### src/rtl/display_pkg.sv
// Shared display constants, segment glyphs and the pattern helper used by
// the display arbiter and by requesters that build 4-digit patterns.
package display_pkg;

  localparam int unsigned NUM_DIGITS = 4;
  localparam int unsigned SEG_W      = 7;
  localparam int unsigned PATTERN_W  = NUM_DIGITS * SEG_W;

  localparam logic [SEG_W-1:0]      SEG_BLANK = 7'b1111111;
  localparam logic [NUM_DIGITS-1:0] AN_OFF    = 4'b1111;

  // Active-low glyphs, bit order {g,f,e,d,c,b,a}
  localparam logic [SEG_W-1:0] SEG_C    = 7'b1000110;
  localparam logic [SEG_W-1:0] SEG_D    = 7'b0100001;
  localparam logic [SEG_W-1:0] SEG_E    = 7'b0000110;
  localparam logic [SEG_W-1:0] SEG_F    = 7'b0001110;
  localparam logic [SEG_W-1:0] SEG_G    = 7'b1000010;
  localparam logic [SEG_W-1:0] SEG_A    = 7'b0001000;
  localparam logic [SEG_W-1:0] SEG_B    = 7'b0000011;
  localparam logic [SEG_W-1:0] SEG_DASH = 7'b0111111;

  typedef logic [PATTERN_W-1:0] pattern_t;

  typedef enum logic {
    ST_IDLE  = 1'b0,
    ST_OWNED = 1'b1
  } arb_state_t;

  function automatic logic [SEG_W-1:0] pat_digit(input pattern_t p, input logic [1:0] d);
    return p[int'(d) * SEG_W +: SEG_W];
  endfunction

endpackage

### src/rtl/display_scan_tick.sv
// Digit-scan prescaler: one-cycle tick every SCAN_DIV clocks.
module display_scan_tick #(
  parameter int unsigned SCAN_DIV = 200000
) (
  input  logic clk,
  input  logic rst,
  output logic tick
);

  localparam int unsigned CNT_W = (SCAN_DIV > 1) ? $clog2(SCAN_DIV) : 1;

  logic [CNT_W-1:0] r_cnt;

  assign tick = (r_cnt == CNT_W'(SCAN_DIV - 1));

  always_ff @(posedge clk or posedge rst) begin
    if (rst) begin
      r_cnt <= '0;
    end else if (tick) begin
      r_cnt <= '0;
    end else begin
      r_cnt <= r_cnt + CNT_W'(1);
    end
  end

endmodule

### src/rtl/seg_display_arbiter.sv
// Fixed-priority owner of the 4-digit 7-segment display with per-grant hold;
// arbitration and pattern snapshot happen only at frame boundaries.
module seg_display_arbiter
  import display_pkg::*;
#(
  parameter int unsigned NUM_REQ     = 2,
  parameter int unsigned SCAN_DIV    = 200000,
  parameter int unsigned HOLD_FRAMES = 50
) (
  input  logic                           clk,
  input  logic                           rst,
  input  logic [NUM_REQ-1:0]             req,
  input  logic [NUM_REQ*PATTERN_W-1:0]   req_pattern,
  input  logic [PATTERN_W-1:0]           idle_pattern,
  output logic [NUM_REQ-1:0]             gnt,
  output logic [NUM_DIGITS-1:0]          an,
  output logic [SEG_W-1:0]               seg
);

  localparam int unsigned OWN_W  = (NUM_REQ > 1) ? $clog2(NUM_REQ) : 1;
  localparam int unsigned HOLD_W = $clog2(HOLD_FRAMES + 1);

  logic                  w_tick;
  logic                  w_boundary;
  logic [1:0]            w_digit_nxt;
  logic                  w_win_valid;
  logic [OWN_W-1:0]      w_win;
  pattern_t              w_own_pat;
  pattern_t              w_win_pat;
  arb_state_t            w_state_nxt;
  logic [OWN_W-1:0]      w_owner_nxt;
  logic [HOLD_W-1:0]     w_hold_nxt;
  pattern_t              w_snap_nxt;
  logic [NUM_REQ-1:0]    w_gnt_nxt;

  arb_state_t            r_state;
  logic [OWN_W-1:0]      r_owner;
  logic [HOLD_W-1:0]     r_hold;
  pattern_t              r_snap;
  logic [1:0]            r_digit;
  logic [NUM_REQ-1:0]    r_gnt;
  logic [NUM_DIGITS-1:0] r_an;
  logic [SEG_W-1:0]      r_seg;

  display_scan_tick #(
    .SCAN_DIV (SCAN_DIV)
  ) u_scan_tick (
    .clk  (clk),
    .rst  (rst),
    .tick (w_tick)
  );

  assign w_digit_nxt = r_digit + 2'd1;
  assign w_boundary  = w_tick && (r_digit == 2'd3);

  // Lowest-index requester wins; also pick out owner and winner patterns
  always_comb begin
    w_win_valid = 1'b0;
    w_win       = '0;
    w_own_pat   = '1;
    w_win_pat   = '1;
    for (int k = NUM_REQ - 1; k >= 0; k--) begin
      if (req[k]) begin
        w_win_valid = 1'b1;
        w_win       = OWN_W'(k);
      end
    end
    for (int k = 0; k < NUM_REQ; k++) begin
      if (OWN_W'(k) == r_owner) w_own_pat = req_pattern[k * PATTERN_W +: PATTERN_W];
      if (OWN_W'(k) == w_win)   w_win_pat = req_pattern[k * PATTERN_W +: PATTERN_W];
    end
  end

  // Next arbitration state; only takes effect on a frame boundary
  always_comb begin
    w_state_nxt = r_state;
    w_owner_nxt = r_owner;
    w_hold_nxt  = r_hold;
    w_snap_nxt  = r_snap;
    if (w_boundary) begin
      if ((r_state == ST_OWNED) && (r_hold != '0)) begin
        w_hold_nxt = r_hold - HOLD_W'(1);
        w_snap_nxt = w_own_pat;
      end else if (w_win_valid) begin
        w_snap_nxt = w_win_pat;
        if (!((r_state == ST_OWNED) && (w_win == r_owner))) begin
          w_state_nxt = ST_OWNED;
          w_owner_nxt = w_win;
          w_hold_nxt  = HOLD_W'(HOLD_FRAMES - 1);
        end
      end else begin
        w_state_nxt = ST_IDLE;
        w_hold_nxt  = '0;
        w_snap_nxt  = idle_pattern;
      end
    end
    w_gnt_nxt = (w_state_nxt == ST_OWNED) ? (NUM_REQ'(1) << w_owner_nxt) : '0;
  end

  always_ff @(posedge clk or posedge rst) begin
    if (rst) begin
      r_state <= ST_IDLE;
      r_owner <= '0;
      r_hold  <= '0;
      r_snap  <= '1;
      r_digit <= 2'd3;
      r_gnt   <= '0;
      r_an    <= AN_OFF;
      r_seg   <= SEG_BLANK;
    end else if (w_tick) begin
      r_state <= w_state_nxt;
      r_owner <= w_owner_nxt;
      r_hold  <= w_hold_nxt;
      r_snap  <= w_snap_nxt;
      r_digit <= w_digit_nxt;
      r_gnt   <= w_gnt_nxt;
      r_an    <= ~(4'b0001 << w_digit_nxt);
      r_seg   <= pat_digit(w_snap_nxt, w_digit_nxt);
    end
  end

  assign gnt = r_gnt;
  assign an  = r_an;
  assign seg = r_seg;

endmodule
### config.mk
export PLATFORM = sky130hd
export DESIGN_NAME = seg_display_arbiter
export DESIGN_NICKNAME = d
export VERILOG_FILES = /design/src/rtl/display_pkg.sv /design/src/rtl/display_scan_tick.sv /design/src/rtl/seg_display_arbiter.sv
export SDC_FILE = /design/constraint.sdc
export NUM_CORES = 1
export LEC_CHECK = 0
export CAP_MARGIN = 20
export CORE_UTILIZATION = 45
export DETAILED_ROUTE_END_ITERATION = 8
export MAX_ROUTING_LAYER = met4
export PLACE_DENSITY = 0.79
export SYNTH_ARGS = -nofsm -noshare
export SYNTH_HDL_FRONTEND = slang
export SYNTH_SLANG_ARGS = --single-unit
### constraint.sdc
create_clock -name clk -period 5.2 [get_ports clk]
set_input_delay 1.04 -clock clk [delete_from_list [all_inputs] [get_ports clk]]
set_output_delay 1.04 -clock clk [all_outputs]
set_load 0.01 [all_outputs]
==> reports/metrics.cfg, run 1 <==
[yosys]
synthDominantCellAreaShare=0.2794
ys_ff_latch=69
synth_area_mm2=0.003856
synth_area_leader_cell=dfstp_2
syn_area_per_cell_um2=9.569
seq_area_frac_synth=0.4611
synthCells=403
synth_nets=498
synth-edff-count=0
synth_cell_types=63
ys_warn_count=0
synth_area_leaders=dfstp_2 (28%), dfrtp_1 (18%), nand2_1 (4.3%), nor2_1 (3.4%), o21ai_0 (3.1%)
async_reset_ff_frac=1.000
ys.flop_type=dfstp_2

[detailed_routing]
wl_met3_um=903
dr.pass1.iters=6
wl_um=10670
wl_met2_um=4927
top_layer=met4
postRouteAntennaNets=0
drc=0
viasPerCell=5.817
vias=3537
drt_iter0_drc=252
met1Wirelength_um=4663
wire_per_inst_um=17.54

[global_routing]
grt_max_degree=44
grt_pass1_wl_um=16320
grt_pass1_vias=3378
antenna_found_initial=0
grt_overflow=0
track_usage=0.2449

[cells_and_area]
layout-drive-gt1-share=0.1491
fin_area_mm2=0.005135
synthToLayoutAreaGrowth_pct=33.16
final_core_utilization=0.6218
nFillCells=670
layout.nets=593
diodes=0

[placement]
dpl.hpwl_um=7783
io_buffers=100
place_ws_ns=1.801
placedInstanceArea_mm2=0.004931
gp_congestion=0.8911

[worst_setup_path]
crit_chain=inv_1, ha_1, inv_1, nor4_1, a32oi_1, o41ai_1, a41oi_1, a22oi_1
crit_family=adder cells
required_ns=5.46
cpPeakStageDelay_ns=0.79
cp.buffers_inverters=2
slowest_stage=ha_1
crit_fanout=18
start_kind=flip-flop
path_class=reg2reg
worst_path_most_repeated_cell=inv_1
critPathCaptureType=flip-flop
arrival_ns=3.51

[floorplanning]
io_pins=101
die-area_mm2=0.008943
die_w_um=94.57
core-area_mm2=0.008258
die_h_um=94.57
start_util=0.4670
fp-row-count=33

[sta]
setup_ws_ns=1.954
relSlewSlack=0.4977
rsz0062_at_grt=no
setup_tns_ns=0
clock.fmax_mhz=308.0
setup_viol=0
period_share=0.6243
period_minus_slack_ns=3.246
finClkSkew_ns=0.01270
tightest_slew_ns=0.7517
hold_viol=0
slew_violations=0

[clock_tree]
clockBufferDepth=2
path_clk_slew_ns=0.07
clockRootBuffer=clkbuf_8
cts.sinks=69
htreeDepth=3
clk_latency_ns=0.35
cts.repair.resized=0
cts_setup_buffers=0
cts_tree=yes
cts_buffers=9
cts_hold_buf=0

[job]
drv_cap=0

[power]
p_per_area_mw_per_mm2=211.4
vdd_drop_max_uv=147.7
power_mw=1.085
p_leak_nw=2.103

[status]
status=finished, final reports clean

[min_path]
hold_path_class=reg2reg

==> stage by stage <==
stage          hold slack, ns  cells
4_1_cts                0.4792    607
5_1_grt                0.4998    608
6_report               0.4803    608
3_3_place_gp           0.4581    591
2_1_floorplan          0.4473    403
3_5_place_dp           0.4698    591
==> power by group <==
group	switching (mW)	leakage, nW	internal (mW)
Combinational	0.0344	1.22	0.0686
Sequential	0.00190	0.783	0.542
Clock	0.216	0.0997	0.223
Total	0.252	2.10	0.833
==> layer usage <==
layer  vias to the layer above  global-route usage
li1                       1675                   -
met1                      1690              0.3199
met2                       156              0.3804
met3                        16             0.04026
met4                         0             0.09848
met5                         -                   -
==> synthesized netlist by cell type, types with 4 or more instances <==
| master | n |
|---|---|
| nand2b_1 | 14 |
| a31oi_1 | 5 |
| nor4_1 | 5 |
| o21ai_0 | 24 |
| a21oi_1 | 13 |
| o221ai_1 | 8 |
| inv_1 | 15 |
| a222oi_1 | 9 |
| o21a_1 | 5 |
| dfstp_2 | 41 |
| dfrtp_1 | 28 |
| or3_1 | 8 |
| and2_1 | 6 |
| nand3_1 | 18 |
| a22oi_1 | 4 |
| nand2_1 | 44 |
| buf_2 | 4 |
| ha_1 | 7 |
| xnor2_1 | 7 |
| nor2_1 | 35 |
| nor3_1 | 8 |
| and3_1 | 4 |
| xor2_1 | 10 |
| o211ai_1 | 5 |
| mux2i_1 | 6 |
| clkbuf_1 | 14 |
| o22a_1 | 5 |
==> layout make-up <==
class,count,area (um^2),share of cell area
clock buffers,9,123.9,0.02412
repair buffers,107,1051,0.2047
well taps,105,131.4,0.02558
inverters,15,56.30,0.01096
flip-flops and latches,69,1778,0.3462
clock inverters,7,75.07,0.01462
multi-input cells,296,1919,0.3738
==> worst reg2reg max path, cell delays in order (launching register included) <==
cell,delay [ns]
dfstp_2,0.74
inv_1,0.32
ha_1,0.79
inv_1,0.22
nor4_1,0.54
a32oi_1,0.18
o41ai_1,0.11
a41oi_1,0.08
a22oi_1,0.20
==> final timing paths <==
kind,slack [ns],to,cells past startpoint,start
min reg2reg,0.48,u_scan_tick.r_cnt[0],1,u_scan_tick.r_cnt[0]
max in group asynchronous,3.19,r_snap[26],3,rst
min in group asynchronous,1.07,gnt[1],2,rst
max,1.95,seg[6],8,r_digit[0]
max reg2reg,1.95,seg[6],8,r_digit[0]
min,0.48,u_scan_tick.r_cnt[0],1,u_scan_tick.r_cnt[0]
==> registers in the layout, summed over array words and instances (netlist names) <==
name and flops:
an 4, gnt 2, r_digit 2, r_hold 6
r_owner 1, r_snap 28, r_state 1, seg 7
u_scan_tick.r_cnt 18
==> cells in the final DEF (no fill, tap or decap), types with 6 or more instances in the layout <==
cell type          n
nand2_1           44
mux2i_1            6
clkdlybuf4s50_1  100
ha_1               7
o221ai_1           8
nand3_1           18
xor2_1            10
nor2_1            35
buf_4              6
nand2b_1          14
o21ai_0           24
and2_1             6
dfstp_2           41
a21oi_1           13
or3_1              8
a222oi_1           9
nor3_1             8
inv_1             14
xnor2_1            7
dfrtp_1           28
clkbuf_8           9
==> logic make-up after synthesis <==
kind of cell,after synthesis,synth area share
AO/OA/AOI/OAI,109,0.2103
XOR/XNOR,17,0.03861
adder cells (fa/ha/maj),7,0.02271
buffers and inverters,38,0.04412
flip-flops,69,0.4611
multiplexers,8,0.02239
AND/OR/NAND/NOR,155,0.2008
Note: power is estimated with default switching activity, not from simulation.
==> inputs of run 2 (changes only) <==
--- a/config.mk
+++ b/config.mk
@@ -6,10 +6,10 @@
 export NUM_CORES = 1
 export LEC_CHECK = 0
 export CAP_MARGIN = 20
-export CORE_UTILIZATION = 45
+export CORE_UTILIZATION = 44
 export DETAILED_ROUTE_END_ITERATION = 8
 export MAX_ROUTING_LAYER = met4
-export PLACE_DENSITY = 0.79
+export PLACE_DENSITY = 0.8
 export SYNTH_ARGS = -nofsm -noshare
 export SYNTH_HDL_FRONTEND = slang
 export SYNTH_SLANG_ARGS = --single-unit
==> constraint.sdc (replaced) <==
create_clock -name clk -period 2.8 [get_ports clk]
set_input_delay 0.56 -clock clk [delete_from_list [all_inputs] [get_ports clk]]
set_output_delay 0.56 -clock clk [all_outputs]
set_load 0.01 [all_outputs]
==> run 2 against run 1 <==
Effect of this change:
- fmax rose by 20%
- clock skew down 0.0045 ns
- count of clock-buffer cells in the layout increased by 5
- wire length rose by 5.5%
- setup slack got worse by 1.9 ns
- clock power grew 89%
- global-route usage increased by 1.9 points
==> reports/metrics.cfg, run 2 (synthesis results as in run 1) <==
[cells_and_area]
layout_commonest_cell=clkdlybuf4s50_1  ; unchanged
layout_common_cells=clkdlybuf4s50_1 (100), nand2_1 (44), dfstp_2 (41)  ; unchanged
layout.nets=612  ; was 593
largest_register_ffs=28  ; unchanged
synthToLayoutAreaGrowth_pct=39.26  ; was 33.16%
diodes=0  ; unchanged
layout-drive-gt1-share=0.1877  ; was 0.1491
fin_cells=627  ; was 608
largest_register=r_snap  ; unchanged
nFillCells=641  ; was 670

[global_routing]
track_usage=0.2634  ; was 0.2449
grt_pass1_vias=3495  ; was 3378
grt_overflow=0  ; unchanged
antenna_found_initial=0  ; unchanged
grt_pass1_wl_um=17430  ; was 16320 um
grt_max_degree=45  ; was 44

[min_path]
hold_start=u_scan_tick.r_cnt[0]  ; unchanged
min_to=u_scan_tick.r_cnt[0]  ; unchanged
holdPathStages=1  ; unchanged
hold_path_class=reg2reg  ; unchanged

[clock_tree]
cts_tree=yes  ; unchanged
cts_hold_buf=0  ; unchanged
clockBufferDepth=2  ; unchanged
path_clk_slew_ns=0.08  ; was 0.07 ns
htreeDepth=3  ; unchanged
clk_latency_ns=0.35  ; about the same
cts_buffers=9  ; unchanged
cts.sinks=69  ; unchanged
clockRootBuffer=clkbuf_8  ; unchanged

[placement]
dp.cells=609  ; was 591
place_ws_ns=-0.3176  ; was 1.801 ns
io_buffers=100  ; unchanged
gp_congestion=1.006  ; was 0.8911
dpl.hpwl_um=8147  ; was 7783 um

[worst_setup_path]
arrival_ns=2.98  ; was 3.51 ns
required_ns=3.08  ; was 5.46 ns
crit_fanout=15  ; was 18
start_kind=flip-flop  ; unchanged
path_class=reg2reg  ; unchanged
r2r_slack_ns=0.1  ; was 1.95 ns
r2r-end=seg[6]  ; unchanged
r2r-start=r_hold[3]  ; was r_digit[0]
r2r_cells=8  ; unchanged
critPathCaptureType=flip-flop  ; unchanged

[floorplanning]
core-area_mm2=0.008341  ; was 0.008258 mm^2
die-area_mm2=0.009142  ; was 0.008943 mm^2
die_h_um=95.62  ; was 94.57 um
io_pins=101  ; unchanged
fp-row-count=33  ; unchanged
start_util=0.4623  ; was 0.4670
die_w_um=95.62  ; was 94.57 um

[power]
vdd_drop_max_uv=262.8  ; was 147.7 uV
p_leak_nw=2.232  ; was 2.103 nW
p_per_area_mw_per_mm2=380.1  ; was 211.4 mW/mm^2

[sta]
period_minus_slack_ns=2.702  ; was 3.246 ns
tightest_slew_ns=0.8537  ; was 0.7517 ns
hold_viol=0  ; unchanged
period_share=0.9651  ; was 0.6243
slew_violations=0  ; unchanged
relSlewSlack=0.4289  ; was 0.4977
clock.fmax_mhz=370.1  ; was 308.0 MHz
setup_ws_ns=0.09772  ; was 1.954 ns
setup_viol=0  ; unchanged
finClkSkew_ns=0.008164  ; was 0.01270 ns

[detailed_routing]
wl_um=11250  ; was 10670 um
wire_per_inst_um=17.94  ; was 17.54 um
vias=3594  ; was 3537
drc=0  ; unchanged
drt_iter0_drc=246  ; was 252
viasPerCell=5.732  ; was 5.817
postRouteAntennaNets=0  ; unchanged
dr.pass1.iters=5  ; was 6

[status]
status=finished, final reports clean  ; unchanged

[job]
drv_cap=0  ; unchanged

## run 2: cell types whose count changed in the layout (fill, tap and decap cells not counted), sizes merged
cell	before	now
clkinv	4	1
inv	16	15
clkbuf	10	14
bufinv	1	0
buf	6	25
o41ai	4	5
## run 2: cell type report
| type | instances | area [um^2] | share of cell area |
|---|---|---|---|
| clock buffer | 14 | 193.9 | 0.03611 |
| clock inverter | 2 | 12.51 | 0.002330 |
| inverter | 15 | 56.30 | 0.01048 |
| multi-input combinational | 297 | 1984 | 0.3695 |
| sequential | 69 | 1778 | 0.3311 |
| tap | 105 | 131.4 | 0.02446 |
| timing repair buffer | 125 | 1214 | 0.2260 |
## run 2: through the flow
step,utilization,hold slack [ns],TNS (ns),area [um^2],total power [mW]
after floorplan,-,0.4473,0,3856,1.072
after global placement,0.6104,0.4596,-0.7225,5091,1.220
after detailed placement,0.6104,0.4700,-1.291,5091,1.221
after CTS,0.6400,0.4793,0,5338,2.049
after global routing,0.6439,0.4969,-0.002008,5370,2.098
final,0.6439,0.4759,0,5370,2.041
## run 2: worst max-delay path by stage
stage	start	end	slack, ns	cells past startpoint
4_1_cts	r_hold[2]	seg[6]	0.08	9
5_1_grt	r_hold[4]	seg[4]	-0.002	9
3_3_place_gp	req[0]	seg[0]	-0.21	6
3_5_place_dp	req[0]	seg[0]	-0.32	6
2_1_floorplan	r_hold[2]	seg[6]	0.26	8
6_report	r_hold[3]	seg[6]	0.1	8
## run 2: timing repair
| item | 4_1_cts | 5_1_grt |
|---|---|---|
| pin swaps | 2 | 2 |
| gates cloned | 1 | 0 |
| resized for setup | 2 | 6 |
| endpoints found under the setup margin | 2 | 6 |
| setup buffers | 1 | 0 |
## run 2: routing by layer
layer  global-route usage  vias to the layer above  routed length, um  share of wire
li1                     -                     1710                  -              -
met1               0.3298                     1706               4783           0.43
met2               0.4149                      162               5246           0.47
met3              0.06140                       16               1011          0.090
met4              0.09950                        0                207          0.018
met5                    -                        -                  0              0
## run 2: critical path, stage by stage, from the launching register on
cell and delay, ns:
dfrtp_1 0.42, or3_4 0.43, buf_4 0.18, o21a_4 0.24, mux2_4 0.32, o22ai_1 0.12, or3_4 0.35, a311o_1 0.37
a22oi_2 0.19
## run 2: where the power goes
group          switching (mW)  internal, mW  leakage [nW]
registers             0.00359          1.01         0.783
clock network           0.383         0.448         0.104
logic                  0.0681         0.132          1.35
